===== config.mk =====
export PLATFORM = sky130hd
export DESIGN_NAME = mem_port_arbiter
export DESIGN_NICKNAME = d
export VERILOG_FILES = /design/src/rtl/mem_port_arbiter_pkg.sv /design/src/rtl/mem_port_arbiter_arb_rr2.sv /design/src/rtl/mem_port_arbiter.sv
export SDC_FILE = /design/constraint.sdc
export NUM_CORES = 1
export LEC_CHECK = 0
export BUFFER_PORTS_ARGS = -buffer_cell sky130_fd_sc_hd__buf_4
export CORE_UTILIZATION = 42
export CTS_BUF_LIST = sky130_fd_sc_hd__clkbuf_16
export CTS_CLUSTER_SIZE = 20
export DETAILED_ROUTE_END_ITERATION = 16
export PLACE_DENSITY = 0.75
export SLEW_MARGIN = 15
export SYNTH_ARGS = -nofsm -noshare
export SYNTH_HDL_FRONTEND = slang
export SYNTH_HIERARCHICAL = 1
export SYNTH_SLANG_ARGS = --single-unit

===== constraint.sdc =====
create_clock -name Clk -period 2.07 [get_ports Clk]
set_clock_uncertainty 0.15 [all_clocks]
set_input_delay 0.207 -clock Clk [delete_from_list [all_inputs] [get_ports Clk]]
set_output_delay 0.207 -clock Clk [all_outputs]
set_load 0.05 [all_outputs]

===== src/rtl/mem_port_arbiter_pkg.sv =====
// Shared definitions for the two-requester memory port arbiter:
// state encoding, requester ids and the data path width.
package mem_port_arbiter_pkg;

   localparam int DATA_W = 32;

   // State encoding
   localparam logic [1:0] IDLE = 2'd0;
   localparam logic [1:0] BUSY = 2'd1;
   localparam logic [1:0] ACK  = 2'd2;

   // Requester ids, also the value driven on the mux select line
   localparam logic REQ_A = 1'b0;
   localparam logic REQ_B = 1'b1;

   typedef enum logic [1:0] {
      ST_IDLE = IDLE,
      ST_BUSY = BUSY,
      ST_ACK  = ACK
   } state_t;

   // The requester that did not win last time
   function automatic logic other_req(input logic id);
      return (id == REQ_A) ? REQ_B : REQ_A;
   endfunction

endpackage


===== src/rtl/mem_port_arbiter_arb_rr2.sv =====
// Combinational 2-way tie-break for the memory port arbiter.
// Default build: round-robin on a tie (the requester that was not
// granted last wins). With MEM_ARB_FIXED_PRIO_EN defined, A always
// wins a tie. A lone request is granted the same way in both modes.
module arb_rr2
   import mem_port_arbiter_pkg::*;
(
   input  logic ReqA,
   input  logic ReqB,
   input  logic last_grant,
   output logic grant
);

`ifdef MEM_ARB_FIXED_PRIO_EN
   // last_grant is kept in the port list so both builds share one interface
   logic unused_last_grant;
   assign unused_last_grant = last_grant;

   // Fixed priority: instruction fetch (A) first
   always_comb begin
      grant = REQ_A;
      if (!ReqA && ReqB) begin
         grant = REQ_B;
      end
   end
`else
   // Round-robin: on a tie, grant whoever was not served last
   always_comb begin
      grant = REQ_A;
      if (ReqA && ReqB) begin
         grant = other_req(last_grant);
      end else if (ReqB) begin
         grant = REQ_B;
      end
   end
`endif

endmodule


===== src/rtl/mem_port_arbiter.sv =====
// Two-requester arbiter for a single shared 32-bit memory port.
// Grants one requester, drives the address/write-data mux select,
// holds MemEn for MEM_LATENCY cycles, then returns read data with a
// one-cycle acknowledge. Optional macro: MEM_ARB_FIXED_PRIO_EN selects
// fixed priority (A wins ties) instead of round-robin.
//
// Handshake: ReqX is a level held by the requester until AckX. The
// arbiter samples requests only in IDLE. AckX is a single-cycle pulse
// in the ACK state; the requester must drop ReqX by the edge that ends
// that cycle or it will be seen as a new request. Wr is sampled with
// the grant; changes of Req/Wr during BUSY are ignored.
module mem_port_arbiter
   import mem_port_arbiter_pkg::*;
#(
   parameter int MEM_LATENCY = 2,
   parameter int CNT_W       = 4
)(
   input  logic              Clk,
   input  logic              Reset_n,
   input  logic              ReqA,
   input  logic              WrA,
   input  logic              ReqB,
   input  logic              WrB,
   input  logic [DATA_W-1:0] MemRData,
   output logic              Sel,
   output logic              MemEn,
   output logic              MemWr,
   output logic              AckA,
   output logic              AckB,
   output logic [DATA_W-1:0] RData,
   output logic [1:0]        dbg_state
);

   // Counter load value: BUSY lasts MEM_LATENCY cycles, ending at zero
   localparam logic [CNT_W-1:0] CNT_LOAD = CNT_W'(MEM_LATENCY - 1);

   state_t              state;
   state_t              state_nxt;
   logic [CNT_W-1:0]    cnt;
   logic [CNT_W-1:0]    cnt_nxt;
   logic                last_grant;
   logic                last_grant_nxt;
   logic                grant;
   logic                sel_nxt;
   logic                mem_en_nxt;
   logic                mem_wr_nxt;
   logic                ack_a_nxt;
   logic                ack_b_nxt;
   logic [DATA_W-1:0]   rdata_nxt;

   arb_rr2 u_arb (
      .ReqA       (ReqA),
      .ReqB       (ReqB),
      .last_grant (last_grant),
      .grant      (grant)
   );

   assign dbg_state = state;

   // Next-state and next-output logic; every output is registered below
   always_comb begin
      state_nxt      = state;
      cnt_nxt        = cnt;
      last_grant_nxt = last_grant;
      sel_nxt        = Sel;
      mem_en_nxt     = MemEn;
      mem_wr_nxt     = MemWr;
      ack_a_nxt      = 1'b0;
      ack_b_nxt      = 1'b0;
      rdata_nxt      = RData;

      case (state)
         ST_IDLE: begin
            if (ReqA || ReqB) begin
               sel_nxt        = grant;
               mem_wr_nxt     = (grant == REQ_B) ? WrB : WrA;
               mem_en_nxt     = 1'b1;
               cnt_nxt        = CNT_LOAD;
               last_grant_nxt = grant;
               state_nxt      = ST_BUSY;
            end
         end

         ST_BUSY: begin
            if (cnt != '0) begin
               cnt_nxt = cnt - 1'b1;
            end else begin
               // Read data is valid on the last BUSY cycle; writes keep RData
               if (!MemWr) begin
                  rdata_nxt = MemRData;
               end
               ack_a_nxt  = (Sel == REQ_A);
               ack_b_nxt  = (Sel == REQ_B);
               mem_en_nxt = 1'b0;
               mem_wr_nxt = 1'b0;
               state_nxt  = ST_ACK;
            end
         end

         ST_ACK: begin
            // Requests are ignored here; Sel holds until the next grant
            state_nxt = ST_IDLE;
         end

         default: begin
            mem_en_nxt = 1'b0;
            mem_wr_nxt = 1'b0;
            state_nxt  = ST_IDLE;
         end
      endcase
   end

   // State, counter and registered outputs; reset abandons any access
   always_ff @(posedge Clk or negedge Reset_n) begin
      if (!Reset_n) begin
         state      <= ST_IDLE;
         cnt        <= '0;
         last_grant <= REQ_B;
         Sel        <= REQ_A;
         MemEn      <= 1'b0;
         MemWr      <= 1'b0;
         AckA       <= 1'b0;
         AckB       <= 1'b0;
         RData      <= '0;
      end else begin
         state      <= state_nxt;
         cnt        <= cnt_nxt;
         last_grant <= last_grant_nxt;
         Sel        <= sel_nxt;
         MemEn      <= mem_en_nxt;
         MemWr      <= mem_wr_nxt;
         AckA       <= ack_a_nxt;
         AckB       <= ack_b_nxt;
         RData      <= rdata_nxt;
      end
   end

endmodule


Yosys cells after proc, flatten, opt, wreduce, memory -nomap -nowiden:

Cells that the tools add are included.

* output and inout port bits: 39
* register bits: 44
* input port bits: 38

* reductions and logical operators: 10
* bitwise logic cells: 4
* multiplexer cells: 19
* eq/ne operators: 5
* $add $sub $neg: 1

Operators by type and width (number)
* two-way mux 1 bit: 11
* AND reduction 3 bit: 3
* two-way mux 4 bit: 2
* one-hot mux 4 bit (2 select lines): 1
* != test 2 bit, second input constant: 3
* one-hot mux 1 bit (3 select lines): 2
* two-way mux 2 bit: 2
* inverter 1 bit: 4
* one-hot mux 2 bit (2 select lines): 1
* AND reduction 2 bit: 2
* nonzero test 4 bit: 1
* subtractor 4 x 1 -> 4 bit, second input constant: 1
* equality test 2 x 1 -> 1 bit, second input constant: 1
* equality test 2 bit, second input constant: 1
* zero test 2 bit: 1
* nonzero test 2 bit: 1
* logical AND 1 bit: 1
* logical OR 1 bit: 1

Depth between registers and ports, before layout:

Gate-level depths: netlist of the first run.

* word-level depth: 5
* mapped depth: 7

By module:

Netlist of the first run, hierarchy kept.

By module, submodules not included
* mem_port_arbiter: cells each 116, times used 1, sequential area each 1102.3 um^2, area an instance 1760.4 um^2
* arb_rr2: cells each 1, times used 1, sequential area each 0.0 um^2, area an instance 11.3 um^2

Worst setup path after synthesis of the first run:

OpenSTA, ideal clock, no wires.

* path kind: register -> register
* start: register cnt[0]
* end: register RData[11]
* data required time: 1.795 ns
* path buffers: 2
* setup time: 0.125 ns
* cell stages (with the launch flop): 8
* setup slack: -0.050 ns
* clock period less this slack: 2.120 ns
* arrival time: 1.845 ns
* cell sequence: dfrtp_1 -> inv_1 -> ha_1 -> or3b_1 -> buf_2 -> nor3_4 -> buf_6 -> mux2_2

* longest elaborated chain between the ends: 3

RTL lines
* from (decl): line mem_port_arbiter.sv:39 `logic [CNT_W-1:0] cnt;`
* from (signal assigned): line mem_port_arbiter.sv:127 `cnt <= cnt_nxt;`
* nonzero test 4 bit: line mem_port_arbiter.sv:85 `if (cnt != '0) begin`
* inverter 1 bit (no line)
* AND reduction 3 bit (no line)
* to (signal assigned): line mem_port_arbiter.sv:134 `RData <= rdata_nxt;`
* to (decl): line mem_port_arbiter.sv:30 `output logic [DATA_W-1:0] RData,`

No other way between the ends.
A chain may end at the register's enable or synchronous reset.

Final worst setup path of the first run:

* start: register cnt[1]
* end: register RData[7]

The elaborated chain is that of the path after synthesis.

==> results of run 1 <==
==> kinds of logic after synthesis <==
| logic type | count (synthesis) | synth area share |
|---|---|---|
| flip-flops | 44 | 0.6222 |
| AND/OR/NAND/NOR | 17 | 0.05933 |
| adder cells (fa/ha/maj) | 2 | 0.01412 |
| buffers and inverters | 6 | 0.02613 |
| multiplexers | 38 | 0.2401 |
| AO/OA/AOI/OAI | 10 | 0.03814 |
==> routing by layer <==
| layer | GRT usage | vias up |
|---|---|---|
| met5 | 0 | - |
| met4 | 0.08245 | 0 |
| met3 | 0.07877 | 9 |
| met2 | 0.3573 | 63 |
| met1 | 0.2118 | 648 |
| li1 | - | 617 |
==> critical path: stages (launching register included) <==
cell,delay (ns)
dfrtp_1,0.38
inv_2,0.09
ha_4,0.14
or3b_4,0.40
nor3_4,0.19
buf_4,0.14
buf_6,0.10
buf_8,0.12
mux2_4,0.31
==> synthesized netlist by cell type <==
| cell type | number |
|---|---|
| dfrtp_1 | 43 |
| nor3b_1 | 1 |
| buf_6 | 3 |
| o221ai_1 | 1 |
| ha_1 | 2 |
| o21ai_0 | 4 |
| inv_1 | 2 |
| o21bai_1 | 1 |
| nand3b_1 | 1 |
| nand2b_1 | 1 |
| o41ai_1 | 1 |
| nor2b_1 | 2 |
| nor3_1 | 2 |
| and3_1 | 1 |
| or3b_1 | 1 |
| mux2i_1 | 2 |
| nand3_1 | 3 |
| mux2_2 | 29 |
| nand2_1 | 1 |
| nor3_4 | 1 |
| mux2_1 | 7 |
| nor2_1 | 3 |
| a21oi_1 | 1 |
| a21boi_2 | 1 |
| buf_2 | 1 |
| dfstp_2 | 1 |
| o22ai_1 | 1 |
==> cells in the final DEF, fill, tap and decap left out, drive strengths merged, types with 2 or more instances in the layout <==
cell and count:
buf 91, clkbuf 5, ha 2, dlygate4sd3 7
nor2b 2, nor3 3, inv 2, bufinv 2
o21ai 4, nand3 3, nor2 3, dfrtp 43
mux2i 2, mux2 36
==> path summary, 6_finish.rpt <==
path	start	endpoint	slack, ns
worst max register to register	cnt[1]	RData[7]	-0.06
max in group asynchronous	Reset_n	last_grant	1.08
worst min register to register	RData[24]	RData[24]	0.35
worst min-delay path	MemRData[9]	RData[9]	0.002
worst max-delay path	cnt[1]	RData[7]	-0.06
min in group asynchronous	Reset_n	RData[20]	0.30
==> layout make-up <==
cell class | count | share of cell area
clock buffers | 5 | 0.04431
clock inverters | 2 | 0.02127
inverters | 2 | 0.002658
multi-input cells | 67 | 0.2419
flip-flops and latches | 44 | 0.3903
well taps | 50 | 0.02215
repair buffers | 98 | 0.2774
==> per-stage QoR <==
stage / setup TNS [ns] / hold WS (ns) / std cells / utilization
finish: -1.282 / 0.002205 / 268 / 0.7009
global route: -3.510 / 0.003554 / 268 / 0.7009
CTS: -0.1170 / 0.0001474 / 264 / 0.6811
detailed placement: -0.3179 / 0.07803 / 246 / 0.6034
global placement: 0 / 0.07059 / 246 / 0.6034
floorplan: -0.8525 / -0.2386 / 117 / -
==> timing repair <==
item | 4_1_cts | 5_1_grt
gates resized for setup | 4 | 23
setup buffers | 4 | 4
gates cloned | 1 | 1
pin swaps | 0 | 2
hold buffers | 6 | 1
endpoints found under the hold margin | 48 | 1
endpoints found under the setup margin | 32 | 32
==> reports/metrics.csv, run 1 <==
stage,metric,value,unit
critical_path,cp.arrival,2.15,ns
final_layout,top_register,RData,
hold_path,worstHoldPathCells,2,
global_route,grt_pass1_vias,1376,
logic_synthesis,synth_seq_cells,44,
sta,min_period,2.135,ns
clocking,numCtsBuffers,5,
sta,setup_viol_count_final,32,
global_route,antenna_found_initial,0,
global_route,grt_max_degree,45,
detailed_routing,routed.top_layer,met4,
status,status,"complete, but fails checks",
logic_synthesis,yosysWarnings,6,
logic_synthesis,synthDistinctLibCells,27,
detailed_routing,routed_wl,4465,µm
floorplan,die_h,66.95,µm
hold_path,hold_path.class,in -> reg,
status,failed_checks,negative setup slack,
detailed_routing,avgRoutedWirePerCell,16.66,µm
final_layout,area_delta_synth_final,59.39,%
logic_synthesis,synth.top_cell.area_share,0.6073,
clocking,clock_latency,0.28,ns
critical_path,cp_max_fo,6,
final_layout,fin_area,2824,µm²
detailed_routing,viasPerCell,4.989,
detailed_routing,postRouteAntennaNets,0,
logic_synthesis,yosysSeqAreaShare,0.6222,
detailed_routing,wl_met3,344,µm
logic_synthesis,synth_top_area_cell,dfrtp_1,
critical_path,crit_path_end_kind,flop,
sta,final-max-slew-violation-count,0,
global_route,grt.overflow.total,0,
detailed_routing,drc,0,
detailed_routing,drt_iter0_drc,93,
sta,layout_setup_ws,-0.06491,ns
clocking,cts_tree,done,
critical_path,worstSetupPathType,reg -> reg,
floorplan,start_util,0.4398,
final_layout,multi_input_area,683.2,µm²
place,pre_cts_ws,-0.02452,ns
final_layout,antenna_cells,0,
detailed_routing,wl_met2,2350,µm
logic_synthesis,syn-instance-count,117,
clocking,clk_pin_slew,0.06,ns
critical_path,worst_r2r_path_depth,8,
clocking,max-clock-path-buffers,2,
final_layout,regArea,1102,µm²
sta,max_slew_margin,0.6369,
place,io_buffers,76,
floorplan,dieWidth,66.95,µm
detailed_routing,first_pass_iters,4,
detailed_routing,met1_length,1687,µm
global_route,grt_usage,0.2021,
final_layout,fillers,281,
sta,tightest_slew,0.5446,ns
floorplan,fp-row-count,23,
sta,min_period_over_period,1.031,
global_route,grt_pass1_wl,6348,µm
clocking,root_buffer,clkbuf_16,
sta,grt_setup_unrepaired,true,
floorplan,dieArea,4482,µm²
logic_synthesis,syn_avg_cell_area,15.14,µm²
logic_synthesis,syn-num-nets,157,
logic_synthesis,synth_area_leaders,"dfrtp_1 (61%), mux2_2 (18%), mux2_1 (4.4%)",
floorplan,pin_count,77,
sta,hold_violations,0,
sta,fmax,468.4,MHz
final_layout,final_nets,258,
clocking,cts.sinks,44,
run,maxCapViolCount,0,
final_layout,largest_register_ffs,32,
logic_synthesis,syn_area,1772,µm²
place,placed_cell_area,2431,µm²
detailed_routing,vias,1337,
floorplan,core_region_area,4029,µm²
place,gp_congestion,0.7782,
final_layout,drive_gt1_frac,0.6193,
critical_path,crit_required,2.09,ns
clocking,htree_levels,2,
critical_path,worst_setup_path_start_kind,flop,
Power of run 1 is left out: the tool's default activity adds up to more than one toggle a clock period on the data nets, which glitch-free logic cannot reach.
==> run 2, diff against run 1 <==
--- a/config.mk
+++ b/config.mk
@@ -6,11 +6,11 @@
 export NUM_CORES = 1
 export LEC_CHECK = 0
 export BUFFER_PORTS_ARGS = -buffer_cell sky130_fd_sc_hd__buf_4
-export CORE_UTILIZATION = 42
+export CORE_UTILIZATION = 40
 export CTS_BUF_LIST = sky130_fd_sc_hd__clkbuf_16
 export CTS_CLUSTER_SIZE = 20
 export DETAILED_ROUTE_END_ITERATION = 16
-export PLACE_DENSITY = 0.75
+export PLACE_DENSITY = 0.69
 export SLEW_MARGIN = 15
 export SYNTH_ARGS = -nofsm -noshare
 export SYNTH_HDL_FRONTEND = slang
==> constraint.sdc (replaced) <==
create_clock -name Clk -period 2.5 [get_ports Clk]
set_clock_uncertainty 0.15 [all_clocks]
set_input_delay 0.25 -clock Clk [delete_from_list [all_inputs] [get_ports Clk]]
set_output_delay 0.25 -clock Clk [all_outputs]
set_load 0.05 [all_outputs]
==> run 2 against run 1 <==
  * The flow now finishes without violations
  * Die area up 4.8%
  * Clock-buffer cell count unchanged
  * First-iteration DRC count down 55%
  * Critical path depth down 2
  * Sequential cell count unchanged
  * Critical endpoint is now RData[23]
  * Register-to-register slack better by 0.32 ns
  * Maximum frequency down 5.0%
  * Design area down 9.4%
  * Worst setup slack better by 0.32 ns
==> reports/metrics.csv, run 2 (synthesis gave the netlist of run 1 again) <==
stage,metric,value,unit,change
global_route,grt.overflow.total,0,,unchanged
sta,hold_violations,0,,unchanged
floorplan,dieArea,4699,µm²,+4.8%
global_route,grt_pass1_vias,1205,,-12%
global_route,antenna_found_initial,0,,unchanged
clocking,htree_levels,2,,unchanged
sta,min_period,2.247,ns,+0.1118 ns
floorplan,fp-row-count,23,,unchanged
clocking,cts.repair.resized,0,,-4
clocking,cts_setup_buffers,0,,-4
detailed_routing,drt_iter0_drc,42,,-55%
critical_path,slowest_stage,or3b_1,,
final_layout,final_nets,238,,-7.8%
clocking,root_buffer,clkbuf_16,,
clocking,cts_tree,done,,
clocking,max-clock-path-buffers,2,,unchanged
critical_path,worstSetupPathType,reg -> reg,,
final_layout,antenna_cells,0,,unchanged
critical_path,crit_required,2.51,ns,+0.42 ns
detailed_routing,postRouteAntennaNets,0,,unchanged
sta,finalSetupTns,0,ns,+1.282 ns
status,status,completed,,
sta,fmax,445.1,MHz,-5.0%
sta,grt_setup_unrepaired,false,,
floorplan,dieWidth,68.55,µm,+2.4%
critical_path,cp_max_fo,32,,+26
clocking,clock_latency,0.28,ns,about the same
final_layout,layout_common_cells,"buf_4 (76), dfrtp_1 (43), mux2_2 (29)",,
floorplan,die_h,68.55,µm,+2.4%
clocking,clk_pin_slew,0.06,ns,about the same
detailed_routing,vias,1217,,-9.0%
clocking,numCtsBuffers,5,,unchanged
final_layout,final_common_cell,buf_4,,
detailed_routing,avgRoutedWirePerCell,14.53,µm,-13%
place,place_hpwl,2700,µm,
sta,max_slew_margin,0.6470,,+0.01011
detailed_routing,drc,0,,unchanged
final_layout,area_delta_synth_final,44.42,%,
run,maxCapViolCount,0,,unchanged
detailed_routing,first_pass_iters,4,,unchanged
clocking,cts.sinks,44,,unchanged
hold_path,worstHoldPathCells,2,,unchanged
critical_path,worst_r2r_path_depth,6,,-2
final_layout,multi_input_area,623.1,µm²,-8.8%
hold_path,hold_path.class,in -> reg,,
sta,final-max-slew-violation-count,0,,unchanged
place,io_buffers,76,,unchanged
detailed_routing,routed_wl,3619,µm,-19%
global_route,grt_pass1_wl,5299,µm,-17%
critical_path,crit_path_end_kind,flop,,
critical_path,cp_cell_sequence,"inv_1, ha_1, or3b_1, nor3_4, buf_12, mux2_2",,
floorplan,pin_count,77,,unchanged
sta,tightest_slew,0.5295,ns,-0.01516 ns
final_layout,fillers,317,,+13%
final_layout,top_register,RData,,
floorplan,start_util,0.4305,,-0.009226
sta,min_period_over_period,0.8987,,-0.1327
final_layout,largest_register_ffs,32,,unchanged
final_layout,regArea,1102,µm²,unchanged
place,gp_congestion,0.7717,,-0.84%
critical_path,crit_path_max_incr_delay,0.48,ns,+0.08 ns
final_layout,drive_gt1_frac,0.5779,,-0.04138
critical_path,cp.arrival,2.26,ns,+0.11 ns
floorplan,core_region_area,4115,µm²,+2.1%
global_route,grt_max_degree,45,,unchanged
critical_path,worst_setup_path_start_kind,flop,,
sta,setup_viol_count_final,0,,-100%
global_route,grt_usage,0.1579,,-0.04422
detailed_routing,viasPerCell,4.888,,-2.0%
run 2: critical path, delay by kind of cell (launching register included):
| kind | cells | cell delay (ns) |
|---|---|---|
| AND/OR/NAND/NOR | 2 | 0.67 |
| flip-flops | 1 | 0.40 |
| multiplexers | 1 | 0.36 |
| buffers and inverters | 2 | 0.34 |
| adder cells (fa/ha/maj) | 1 | 0.19 |
run 2: path summary, 6_finish.rpt:
check,from,endpoint,slack (ns)
worst max-delay path,cnt[0],RData[23],0.25
worst min-delay path,MemRData[8],RData[8],0.04
worst max register to register,cnt[0],RData[23],0.25
worst min register to register,RData[10],RData[10],0.34
max in group asynchronous,Reset_n,last_grant,1.48
min in group asynchronous,Reset_n,RData[16],0.35
run 2: timing repair:
action / in CTS / in global routing
endpoints found under the setup margin: 0 / 0
hold buffers: 1 / 0
hold endpoints to repair: 43 / 0
run 2: stage by stage:
stage / util / hold slack [ns] / std cells / area, µm² / setup slack [ns]
2_1_floorplan: - / -0.1956 / 117 / 1772 / 0.3798
3_3_place_gp: 0.5798 / 0.1123 / 240 / 2386 / 0.3468
3_5_place_dp: 0.5798 / 0.1220 / 240 / 2386 / 0.2600
4_1_cts: 0.6218 / 0.02816 / 249 / 2559 / 0.2495
5_1_grt: 0.6218 / 0.04160 / 249 / 2559 / 0.1569
6_report: 0.6218 / 0.03662 / 249 / 2559 / 0.2533
run 2: layer usage:
metal / vias to the layer above / global-route usage / part of all wire
li1: 579 / - / -
met1: 581 / 0.1667 / 0.39
met2: 52 / 0.2855 / 0.52
met3: 5 / 0.04934 / 0.083
met4: 0 / 0.07031 / 0.011
met5: - / 0 / 0
run 2: cell type report:
cell class / count / area share
repair buffers: 78 / 0.2347
inverters: 2 / 0.002934
multi-input cells: 67 / 0.2435
clock buffers: 5 / 0.04890
flip-flops and latches: 44 / 0.4308
clock inverters: 3 / 0.01467
well taps: 50 / 0.02445
Power of run 2 is left out for the same reason.
